===== src/rtl/mem_bus_arbiter.sv =====
// rtl/mem_bus_arbiter.sv - fetch/load-store arbiter onto a single-outstanding split addr/data bus
// Fair tie-break via last_grant; done/ready are registered one-cycle pulses.

module mem_bus_arbiter #(
  parameter int ADDR_W = 32,
  parameter int DATA_W = 32
) (
  input  logic              clk,
  input  logic              rst,

  input  logic              inst_req_i,
  input  logic [ADDR_W-1:0] inst_addr_i,
  output logic              inst_ready_o,
  output logic [DATA_W-1:0] inst_rdata_o,

  input  logic              data_req_i,
  input  logic              data_we_i,
  input  logic [3:0]        data_sel_i,
  input  logic [ADDR_W-1:0] data_addr_i,
  input  logic [DATA_W-1:0] data_wdata_i,
  output logic              data_done_o,
  output logic [DATA_W-1:0] data_rdata_o,

  output logic              pause_if_o,
  output logic              pause_mem_o,

  output logic              bus_req_o,
  output logic              bus_we_o,
  output logic [3:0]        bus_sel_o,
  output logic [ADDR_W-1:0] bus_addr_o,
  output logic [DATA_W-1:0] bus_wdata_o,
  input  logic              bus_addr_ok_i,
  input  logic              bus_data_ok_i,
  input  logic [DATA_W-1:0] bus_rdata_i
);

  typedef enum logic [2:0] {
    S_IDLE   = 3'd0,
    S_D_ADDR = 3'd1,
    S_D_DATA = 3'd2,
    S_I_ADDR = 3'd3,
    S_I_DATA = 3'd4
  } state_t;

  localparam logic LG_INST = 1'b0;
  localparam logic LG_DATA = 1'b1;

  state_t            r_state;
  state_t            w_next;
  logic              r_last_grant;
  logic              r_we;
  logic [3:0]        r_sel;
  logic [ADDR_W-1:0] r_addr;
  logic [DATA_W-1:0] r_wdata;
  logic              r_data_done;
  logic              r_inst_ready;
  logic [DATA_W-1:0] r_data_rdata;
  logic [DATA_W-1:0] r_inst_rdata;

  logic w_data_req;
  logic w_inst_req;
  logic w_grant_d;
  logic w_grant_i;
  logic w_fin_d;
  logic w_fin_i;

  // A requester still holds its level request during its done cycle; mask it so it is not re-served.
  assign w_data_req = data_req_i & ~r_data_done;
  assign w_inst_req = inst_req_i & ~r_inst_ready;

  always_comb begin
    w_next    = r_state;
    w_grant_d = 1'b0;
    w_grant_i = 1'b0;
    w_fin_d   = 1'b0;
    w_fin_i   = 1'b0;
    case (r_state)
      S_IDLE: begin
        if (w_data_req && (!w_inst_req || (r_last_grant == LG_INST))) begin
          w_grant_d = 1'b1;
          w_next    = S_D_ADDR;
        end else if (w_inst_req) begin
          w_grant_i = 1'b1;
          w_next    = S_I_ADDR;
        end
      end
      S_D_ADDR: begin
        if (bus_addr_ok_i) begin
          if (bus_data_ok_i) begin
            w_fin_d = 1'b1;
            w_next  = S_IDLE;
          end else begin
            w_next  = S_D_DATA;
          end
        end
      end
      S_D_DATA: begin
        if (bus_data_ok_i) begin
          w_fin_d = 1'b1;
          w_next  = S_IDLE;
        end
      end
      S_I_ADDR: begin
        if (bus_addr_ok_i) begin
          if (bus_data_ok_i) begin
            w_fin_i = 1'b1;
            w_next  = S_IDLE;
          end else begin
            w_next  = S_I_DATA;
          end
        end
      end
      S_I_DATA: begin
        if (bus_data_ok_i) begin
          w_fin_i = 1'b1;
          w_next  = S_IDLE;
        end
      end
      default: w_next = S_IDLE;
    endcase
  end

  always_ff @(posedge clk or negedge rst) begin
    if (!rst) begin
      r_state <= S_IDLE;
    end else begin
      r_state <= w_next;
    end
  end

  always_ff @(posedge clk or negedge rst) begin
    if (!rst) begin
      r_last_grant <= LG_INST;
      r_we         <= 1'b0;
      r_sel        <= 4'b0000;
      r_addr       <= '0;
      r_wdata      <= '0;
      r_data_done  <= 1'b0;
      r_inst_ready <= 1'b0;
      r_data_rdata <= '0;
      r_inst_rdata <= '0;
    end else begin
      r_data_done  <= w_fin_d;
      r_inst_ready <= w_fin_i;
      if (w_grant_d) begin
        r_we    <= data_we_i;
        r_sel   <= data_sel_i;
        r_addr  <= data_addr_i;
        r_wdata <= data_wdata_i;
      end else if (w_grant_i) begin
        r_we    <= 1'b0;
        r_sel   <= 4'b1111;
        r_addr  <= inst_addr_i;
        r_wdata <= '0;
      end
      if (w_fin_d) begin
        r_last_grant <= LG_DATA;
        if (!r_we) begin
          r_data_rdata <= bus_rdata_i;
        end
      end
      if (w_fin_i) begin
        r_last_grant <= LG_INST;
        r_inst_rdata <= bus_rdata_i;
      end
    end
  end

  assign bus_req_o    = (r_state == S_D_ADDR) || (r_state == S_I_ADDR);
  assign bus_we_o     = r_we;
  assign bus_sel_o    = r_sel;
  assign bus_addr_o   = r_addr;
  assign bus_wdata_o  = r_wdata;

  assign data_done_o  = r_data_done;
  assign data_rdata_o = r_data_rdata;
  assign inst_ready_o = r_inst_ready;
  assign inst_rdata_o = r_inst_rdata;

  assign pause_mem_o  = data_req_i & ~r_data_done;
  assign pause_if_o   = inst_req_i & ~r_inst_ready;

endmodule


===== config.mk =====
export PLATFORM = sky130hd
export DESIGN_NAME = mem_bus_arbiter
export DESIGN_NICKNAME = d
export VERILOG_FILES = /design/src/rtl/mem_bus_arbiter.sv
export SDC_FILE = /design/constraint.sdc
export NUM_CORES = 1
export LEC_CHECK = 0
export CAP_MARGIN = 10
export CORE_MARGIN = 5
export CORE_UTILIZATION = 30
export CTS_CLUSTER_SIZE = 28
export DETAILED_ROUTE_END_ITERATION = 8
export SYNTH_ARGS = -nofsm -noshare
export SYNTH_HDL_FRONTEND = slang
export SYNTH_SLANG_ARGS = --single-unit

===== constraint.sdc =====
create_clock -name clk -period 2.4 [get_ports clk]
set_clock_uncertainty 0.05 [all_clocks]
set_input_delay 0.24 -clock clk [delete_from_list [all_inputs] [get_ports clk]]
set_output_delay 0.24 -clock clk [all_outputs]
set_load 0.02 [all_outputs]

==> impl_metrics.prom, run 1 <==
# TYPE chip_impl_metric gauge
chip_impl_info{name="synth.largest_area_cell",value="sky130_fd_sc_hd__dfrtp_1"} 1
chip_impl_metric{name="die_area",unit="mm2"} 0.0231
chip_impl_metric{name="grt_antenna_before_repair",unit=""} 0
chip_impl_info{name="cts_root_buf",value="sky130_fd_sc_hd__clkbuf_16"} 1
chip_impl_metric{name="number_of_buffers_inserted_during_clock_tree_synthesis",unit=""} 17
chip_impl_metric{name="cells_resized_by_post_cts_repair",unit=""} 0
chip_impl_metric{name="critical_path_rt",unit="ps"} 2680
chip_impl_info{name="critical_path.endpoint_type",value="flop"} 1
chip_impl_metric{name="hpwl",unit="um"} 14300
chip_impl_metric{name="synth_cell_types",unit=""} 38
chip_impl_metric{name="clkTransAtPathRegs",unit="ps"} 60
chip_impl_info{name="worst_r2r_end",value="bus_addr_o[29]"} 1
chip_impl_info{name="startpoint",value="r_state[0]"} 1
chip_impl_metric{name="cts_max_path_buffers",unit=""} 2
chip_impl_metric{name="hold_violations",unit=""} 0
chip_impl_metric{name="routed_via_density",unit=""} 5.01
chip_impl_metric{name="timing.max_cap.violations",unit=""} 0
chip_impl_metric{name="cts_sink_cnt",unit=""} 139
chip_impl_info{name="cpLargestDelayFamily",value="simple AND/OR/NAND/NOR gates"} 1
chip_impl_metric{name="cp.buffers_inverters",unit=""} 1
chip_impl_metric{name="final.setup.tns",unit="ps"} 0
chip_impl_metric{name="ys.warnings.count",unit=""} 0
chip_impl_metric{name="die-height",unit="um"} 152
chip_impl_metric{name="fillerInstances",unit=""} 1791
chip_impl_metric{name="synthesis.instances",unit=""} 448
chip_impl_metric{name="port-buffer-count",unit=""} 276
chip_impl_info{name="layout.cells.most_common",value="sky130_fd_sc_hd__clkdlybuf4s50_1"} 1
chip_impl_metric{name="clock_insertion_delay_worst_skew",unit="ps"} 410
chip_impl_metric{name="timing.reg2reg.worst_path_depth",unit=""} 4
chip_impl_metric{name="leakage_power",unit="nW"} 4.04
chip_impl_metric{name="ff2ff_setup_slack",unit="ps"} 300
chip_impl_metric{name="drt_wl_total",unit="um"} 20000
chip_impl_metric{name="global_route_wire_length_before_repair",unit="um"} 31700
chip_impl_metric{name="remaining_drc_errors",unit=""} 0
chip_impl_metric{name="path_max_fanout",unit=""} 38
chip_impl_metric{name="die-width",unit="um"} 152
chip_impl_info{name="hold_path_class",value="in -> async"} 1
chip_impl_metric{name="timing.critical_path.slowest_cell_delay",unit="ps"} 620
chip_impl_metric{name="synth-seq-area-share",unit=""} 0.575
chip_impl_metric{name="clock.fmax",unit="MHz"} 475
chip_impl_metric{name="pwr_density_cell",unit="mW/mm2"} 1380
chip_impl_metric{name="multi_input_comb_area",unit="mm2"} 0.00234
chip_impl_metric{name="seqCellArea",unit="mm2"} 0.00348
chip_impl_metric{name="proportion_of_layout_cells_with_a_drive_suffix_above_1",unit=""} 0.173
chip_impl_metric{name="fin_util",unit=""} 0.487
chip_impl_metric{name="global_route.overflow_total",unit=""} 0
chip_impl_metric{name="placedInstanceArea",unit="mm2"} 0.00911
chip_impl_metric{name="place_congestion",unit=""} 0.759
chip_impl_metric{name="report.final.setup_viol",unit=""} 0
chip_impl_metric{name="final_worst_path_cycle_share",unit=""} 0.876
chip_impl_info{name="timing.critical_path.from_type",value="flop"} 1
chip_impl_metric{name="grt_use_total",unit=""} 0.170
chip_impl_info{name="crit-reg2reg-launch",value="r_state[0]"} 1
chip_impl_metric{name="synth.top_cell.area_share",unit=""} 0.575
chip_impl_metric{name="grt_pass1_vias",unit=""} 5405
chip_impl_info{name="worst_path_max_delay_cell",value="sky130_fd_sc_hd__or3_4"} 1
chip_impl_metric{name="ant_nets",unit=""} 0
chip_impl_metric{name="worst-endpoint-arrival",unit="ps"} 2380
chip_impl_metric{name="synth_edf_count",unit=""} 0
chip_impl_info{name="most_instantiated_flip_flop_cell_in_the_synthesis_netlist",value="sky130_fd_sc_hd__dfrtp_1"} 1
chip_impl_info{name="rsz_0062_raised_after_global_routing",value="no"} 1
chip_impl_metric{name="cts_setup_buffers",unit=""} 0
chip_impl_metric{name="num_antenna_cells",unit=""} 0
chip_impl_metric{name="min_cycle_time_layout",unit="ps"} 2100
chip_impl_metric{name="finish.instance_area",unit="mm2"} 0.00975
chip_impl_metric{name="detailroute.via_count",unit=""} 5013
chip_impl_metric{name="report.final.slew_viol_count",unit=""} 0
chip_impl_info{name="run_status",value="complete, no violations"} 1
chip_impl_info{name="clock_tree_from_tritoncts",value="yes"} 1
chip_impl_metric{name="initial_utilization",unit=""} 0.302
chip_impl_metric{name="area_growth_syn_to_layout",unit="%"} 61.1
chip_impl_info{name="path_cells",value="or3_4 > a21oi_4 > buf_12 > a2bb2oi_1"} 1
chip_impl_info{name="ys_top_cells_by_area",value="sky130_fd_sc_hd__dfrtp_1 57%, sky130_fd_sc_hd__mux2_2 12%, sky130_fd_sc_hd__a22o_1 4.8%, sky130_fd_sc_hd__and3b_1 4.8%, sky130_fd_sc_hd__a221oi_1 4.6%"} 1
chip_impl_metric{name="drt_first_pass_iters",unit=""} 5
chip_impl_metric{name="drt-initial-drc-count",unit=""} 233
chip_impl_metric{name="drt-wirelength-per-cell",unit="um"} 20.0
chip_impl_metric{name="vdd_ir_drop_max",unit="mV"} 0.703
chip_impl_metric{name="core_region_area",unit="mm2"} 0.0200
chip_impl_metric{name="tightestPinTransition",unit="ps"} 547
chip_impl_metric{name="num_rows",unit=""} 52
chip_impl_metric{name="maximum_number_of_pins_on_one_net_before_global_route_repair",unit=""} 65
chip_impl_metric{name="ios",unit=""} 277
chip_impl_metric{name="htree_num_levels",unit=""} 4
chip_impl_metric{name="design.final.nets",unit=""} 856
chip_impl_metric{name="synth-async-reset-ratio",unit=""} 1.00
chip_impl_metric{name="timing.max_slew.rel_slack",unit=""} 0.636
chip_impl_info{name="commonest_cells_after_routing_fill_and_taps_aside",value="275 x sky130_fd_sc_hd__clkdlybuf4s50_1, 139 x sky130_fd_sc_hd__dfrtp_1, 63 x sky130_fd_sc_hd__mux2_2, 33 x sky130_fd_sc_hd__and3b_1, 33 x sky130_fd_sc_hd__a22o_1"} 1
chip_impl_info{name="worst-setup-path-type",value="reg -> reg"} 1
chip_impl_metric{name="syn-mean-instance-area",unit="um2"} 13.5
chip_impl_metric{name="syn-num-nets",unit=""} 587
chip_impl_metric{name="netlist_area",unit="mm2"} 0.00605
chip_impl_metric{name="ys_seq_elements",unit=""} 139
==> cell usage after synthesis (2+ instances only) <==
cell type	number
sky130_fd_sc_hd__nand2b_1	4
sky130_fd_sc_hd__nor4b_1	3
sky130_fd_sc_hd__a2bb2oi_1	28
sky130_fd_sc_hd__a21o_1	2
sky130_fd_sc_hd__dfrtp_1	139
sky130_fd_sc_hd__nor2_1	2
sky130_fd_sc_hd__a2bb2oi_2	4
sky130_fd_sc_hd__o21ai_0	27
sky130_fd_sc_hd__nor3b_1	2
sky130_fd_sc_hd__inv_1	3
sky130_fd_sc_hd__a22o_1	33
sky130_fd_sc_hd__and3b_1	33
sky130_fd_sc_hd__buf_4	9
sky130_fd_sc_hd__clkbuf_1	26
sky130_fd_sc_hd__o22a_1	4
sky130_fd_sc_hd__mux2_2	63
sky130_fd_sc_hd__o21ai_1	5
sky130_fd_sc_hd__buf_2	6
sky130_fd_sc_hd__nand3b_1	2
sky130_fd_sc_hd__a221oi_1	32
sky130_fd_sc_hd__buf_6	4
==> power breakdown <==
part | switching (mW) | internal [mW]
Sequential | 0.632 | 3.41
Clock | 1.03 | 1.77
Combinational | 3.22 | 3.38
Total | 4.88 | 8.56
==> registers in the layout, summed over array words and instances, names as in the netlist <==
register	flops
bus_we_o	1
r_state	3
data_done_o	1
inst_rdata_o	32
bus_addr_o	32
bus_wdata_o	32
r_last_grant	1
bus_sel_o	4
data_rdata_o	32
inst_ready_o	1
==> logic make-up after synthesis <==
kind of cell,after synthesis,share of synthesized area
compound gates,142,0.190
buf+inv,49,0.0424
flops,139,0.575
mux,64,0.119
simple gates,54,0.0738
==> worst reg2reg max path: stages (launching register included) <==
cell	delay [ps]
sky130_fd_sc_hd__dfrtp_1	490
sky130_fd_sc_hd__or3_4	620
sky130_fd_sc_hd__a21oi_4	400
sky130_fd_sc_hd__buf_12	240
sky130_fd_sc_hd__a2bb2oi_1	210
==> routing by layer <==
metal	track usage	vias up	share of wire
met5	0	-	0
met4	0.0479	0	0.018
met3	0.0648	27	0.081
met2	0.281	241	0.49
met1	0.210	2480	0.41
li1	-	2265	-
==> how the worst max path moves through the flow <==
stage | endpoint | cells past startpoint
6_report | bus_addr_o[29] | 4
5_1_grt | bus_addr_o[15] | 4
4_1_cts | pause_mem_o | 3
3_5_place_dp | data_rdata_o[4] | 5
3_3_place_gp | bus_addr_o[15] | 4
2_1_floorplan | data_rdata_o[10] | 5
==> stage by stage <==
step	hold WS (ps)	std cells	total power [mW]	setup WS [ps]
floorplan	-106	448	7.62	661
global placement	115	967	10.6	370
detailed placement	113	967	10.7	320
CTS	237	1000	13.6	278
global route	265	1000	14.1	200
finish	243	1000	13.4	297
==> repair_timing <==
item	4_1_cts	5_1_grt
hold buffers	1	0
setup endpoints to repair	0	0
endpoints found under the hold margin	32	0
==> layout make-up <==
class | instances | area share
inverter | 3 | 0.00116
sequential | 139 | 0.357
multi-input combinational | 260 | 0.240
clock buffer | 18 | 0.0450
tap | 270 | 0.0347
timing repair buffer | 296 | 0.303
clock inverter | 14 | 0.0198
(Power assumes the default switching activity.)
==> run 2, diff against run 1 <==
--- a/config.mk
+++ b/config.mk
@@ -10,6 +10,7 @@
 export CORE_UTILIZATION = 30
 export CTS_CLUSTER_SIZE = 28
 export DETAILED_ROUTE_END_ITERATION = 8
+export REMOVE_ABC_BUFFERS = 1
 export SYNTH_ARGS = -nofsm -noshare
 export SYNTH_HDL_FRONTEND = slang
 export SYNTH_SLANG_ARGS = --single-unit
==> impl_metrics.prom, run 2 (synthesis gave the netlist of run 1 again) <==
# TYPE chip_impl_metric gauge
chip_impl_info{name="run_status",value="complete, no violations"} 1
chip_impl_metric{name="report.final.setup_viol",unit=""} 0
chip_impl_metric{name="remaining_drc_errors",unit=""} 0
chip_impl_metric{name="final.setup.tns",unit="ps"} 0
chip_impl_metric{name="die-width",unit="um"} 152
chip_impl_metric{name="final.setup.worst_slack",unit="ps"} 365
chip_impl_metric{name="cells_resized_by_post_cts_repair",unit=""} 0
chip_impl_metric{name="ios",unit=""} 277
chip_impl_metric{name="min_cycle_time_layout",unit="ps"} 2030
chip_impl_metric{name="cellInternalPower",unit="mW"} 8.22
chip_impl_metric{name="port-buffer-count",unit=""} 276
chip_impl_info{name="worst_path_max_delay_cell",value="sky130_fd_sc_hd__clkdlybuf4s50_1"} 1
chip_impl_metric{name="placedInstanceArea",unit="mm2"} 0.00916
chip_impl_metric{name="maximum_number_of_pins_on_one_net_before_global_route_repair",unit=""} 75
chip_impl_metric{name="timing.max_cap.violations",unit=""} 0
chip_impl_metric{name="drt-initial-drc-count",unit=""} 198
chip_impl_metric{name="place_congestion",unit=""} 0.771
chip_impl_info{name="cts_root_buf",value="sky130_fd_sc_hd__clkbuf_16"} 1
chip_impl_metric{name="number_of_buffers_inserted_during_clock_tree_synthesis",unit=""} 17
chip_impl_metric{name="worst-endpoint-arrival",unit="ps"} 1740
chip_impl_metric{name="drt_wl_total",unit="um"} 19400
chip_impl_metric{name="proportion_of_layout_cells_with_a_drive_suffix_above_1",unit=""} 0.170
chip_impl_metric{name="timing.critical_path.slowest_cell_delay",unit="ps"} 630
chip_impl_metric{name="critical_path_rt",unit="ps"} 2110
chip_impl_metric{name="clock_insertion_delay_worst_skew",unit="ps"} 410
chip_impl_metric{name="hold_violations",unit=""} 0
chip_impl_metric{name="share_seq_of_total_power",unit=""} 0.305
chip_impl_metric{name="ant_nets",unit=""} 0
chip_impl_metric{name="routed_via_density",unit=""} 5.04
chip_impl_metric{name="pwr_density_cell",unit="mW/mm2"} 1360
chip_impl_metric{name="drt-wirelength-per-cell",unit="um"} 19.4
chip_impl_metric{name="die-height",unit="um"} 152
chip_impl_info{name="layout.cells.most_common",value="sky130_fd_sc_hd__clkdlybuf4s50_1"} 1
chip_impl_metric{name="drt_first_pass_iters",unit=""} 4
chip_impl_info{name="path_cells",value="nand2b_1 > inv_1 > clkdlybuf4s50_1"} 1
chip_impl_info{name="timing.critical_path.from_type",value="flop"} 1
chip_impl_metric{name="vdd_ir_drop_max",unit="mV"} 0.708
chip_impl_metric{name="global_route.overflow_total",unit=""} 0
chip_impl_metric{name="area_growth_syn_to_layout",unit="%"} 60.8
chip_impl_metric{name="cts_max_path_buffers",unit=""} 2
chip_impl_metric{name="holdWs",unit="ps"} 200
chip_impl_metric{name="report.final.slew_viol_count",unit=""} 0
chip_impl_metric{name="grt_antenna_before_repair",unit=""} 0
chip_impl_info{name="rsz_0062_raised_after_global_routing",value="no"} 1
chip_impl_metric{name="clockPowerShare",unit=""} 0.193
chip_impl_metric{name="timing.max_slew.rel_slack",unit=""} 0.671
chip_impl_metric{name="grt_use_total",unit=""} 0.168
chip_impl_metric{name="initial_utilization",unit=""} 0.302
chip_impl_metric{name="final_worst_path_cycle_share",unit=""} 0.848
chip_impl_metric{name="hpwl",unit="um"} 13500
chip_impl_metric{name="cts_sink_cnt",unit=""} 139
chip_impl_info{name="hold_path_class",value="in -> async"} 1
chip_impl_metric{name="htree_num_levels",unit=""} 4
chip_impl_metric{name="global_route_wire_length_before_repair",unit="um"} 31500
chip_impl_metric{name="post-place-ws",unit="ps"} 342
chip_impl_metric{name="net-switching-power",unit="mW"} 4.98
chip_impl_metric{name="num_rows",unit=""} 52
chip_impl_metric{name="clock.fmax",unit="MHz"} 492
chip_impl_metric{name="core_region_area",unit="mm2"} 0.0200
chip_impl_metric{name="num_antenna_cells",unit=""} 0
chip_impl_metric{name="finish.instance_area",unit="mm2"} 0.00973
chip_impl_metric{name="design.final.nets",unit=""} 854
chip_impl_metric{name="leakage_power",unit="nW"} 4.03
chip_impl_metric{name="die_area",unit="mm2"} 0.0231
chip_impl_metric{name="tightestPinTransition",unit="ps"} 494
chip_impl_metric{name="swShare",unit=""} 0.377
chip_impl_metric{name="path_max_fanout",unit=""} 4
chip_impl_metric{name="detailroute.via_count",unit=""} 5028
chip_impl_info{name="clock_tree_from_tritoncts",value="yes"} 1
chip_impl_metric{name="gate_power_share",unit=""} 0.502
chip_impl_info{name="critical_path.endpoint_type",value="primary output"} 1
chip_impl_metric{name="grt_pass1_vias",unit=""} 5450
chip_impl_info{name="commonest_cells_after_routing_fill_and_taps_aside",value="275 x sky130_fd_sc_hd__clkdlybuf4s50_1, 139 x sky130_fd_sc_hd__dfrtp_1, 63 x sky130_fd_sc_hd__mux2_2, 33 x sky130_fd_sc_hd__and3b_1, 33 x sky130_fd_sc_hd__a22o_1"} 1
chip_impl_info{name="worst-setup-path-type",value="reg -> out"} 1
chip_impl_metric{name="timing.reg2reg.worst_path_depth",unit=""} 4
chip_impl_metric{name="clkTransAtPathRegs",unit="ps"} 60
run 2: cell types whose count changed in the layout (fill, tap and decap cells not counted), sizes merged:
cell	delta
inv	+9
bufinv	-4
buf	-2
clkinv	-2
clkinvlp	-2
clkbuf	-1
run 2: critical path, delay by kind of cell (launching register included):
family	cells	cell delay (ps)
flops	1	390
simple gates	1	190
buf+inv	2	760
run 2: repair_timing:
| item | in CTS | in global routing |
|---|---|---|
| hold buffers | 1 | 0 |
| setup buffers | 0 | 0 |
| endpoints found under the hold margin | 139 | 0 |
run 2: area by class of cell:
cell class | instances | area [um2]
clock inverters | 15 | 143
inverters | 3 | 11.3
well taps | 270 | 338
repair buffers | 294 | 3000
fillers | 1813 | 10300
flip-flops and latches | 139 | 3480
multi-input cells | 260 | 2340
clock buffers | 17 | 425
run 2: path summary, 6_finish.rpt:
| check | startpoint | endpoint | slack, ps |
|---|---|---|---|
| max | inst_ready_o | pause_if_o | 370 |
| min in group clk | inst_addr_i[16] | bus_addr_o[16] | 350 |
| min reg2reg | bus_wdata_o[27] | bus_wdata_o[27] | 450 |
| max reg2reg | r_state[1] | bus_wdata_o[29] | 440 |
| max in group asynchronous | rst | bus_wdata_o[19] | 1440 |
| min | rst | bus_addr_o[10] | 200 |
run 2: metal layers:
layer	vias to the layer above	track usage	wire length, um
li1	2260	-	-
met1	2517	0.220	8320
met2	238	0.261	9150
met3	13	0.0685	1680
met4	0	0.0420	230
met5	-	0	0
run 2: metrics by stage:
step	power, mW	util	cells
global route	13.9	0.486	998
global placement	10.7	0.457	965
detailed placement	10.8	0.457	965
floorplan	7.41	-	402
finish	13.2	0.486	998
CTS	13.4	0.486	998
run 2: power by group through the flow:
stage	combinational, mW	clock (mW)	sequential, mW
floorplan	2.15	0	5.26
global placement	6.63	0	4.03
detailed placement	6.71	0	4.05
CTS	6.73	2.63	4.03
global route	7.03	2.74	4.17
finish	6.63	2.55	4.02
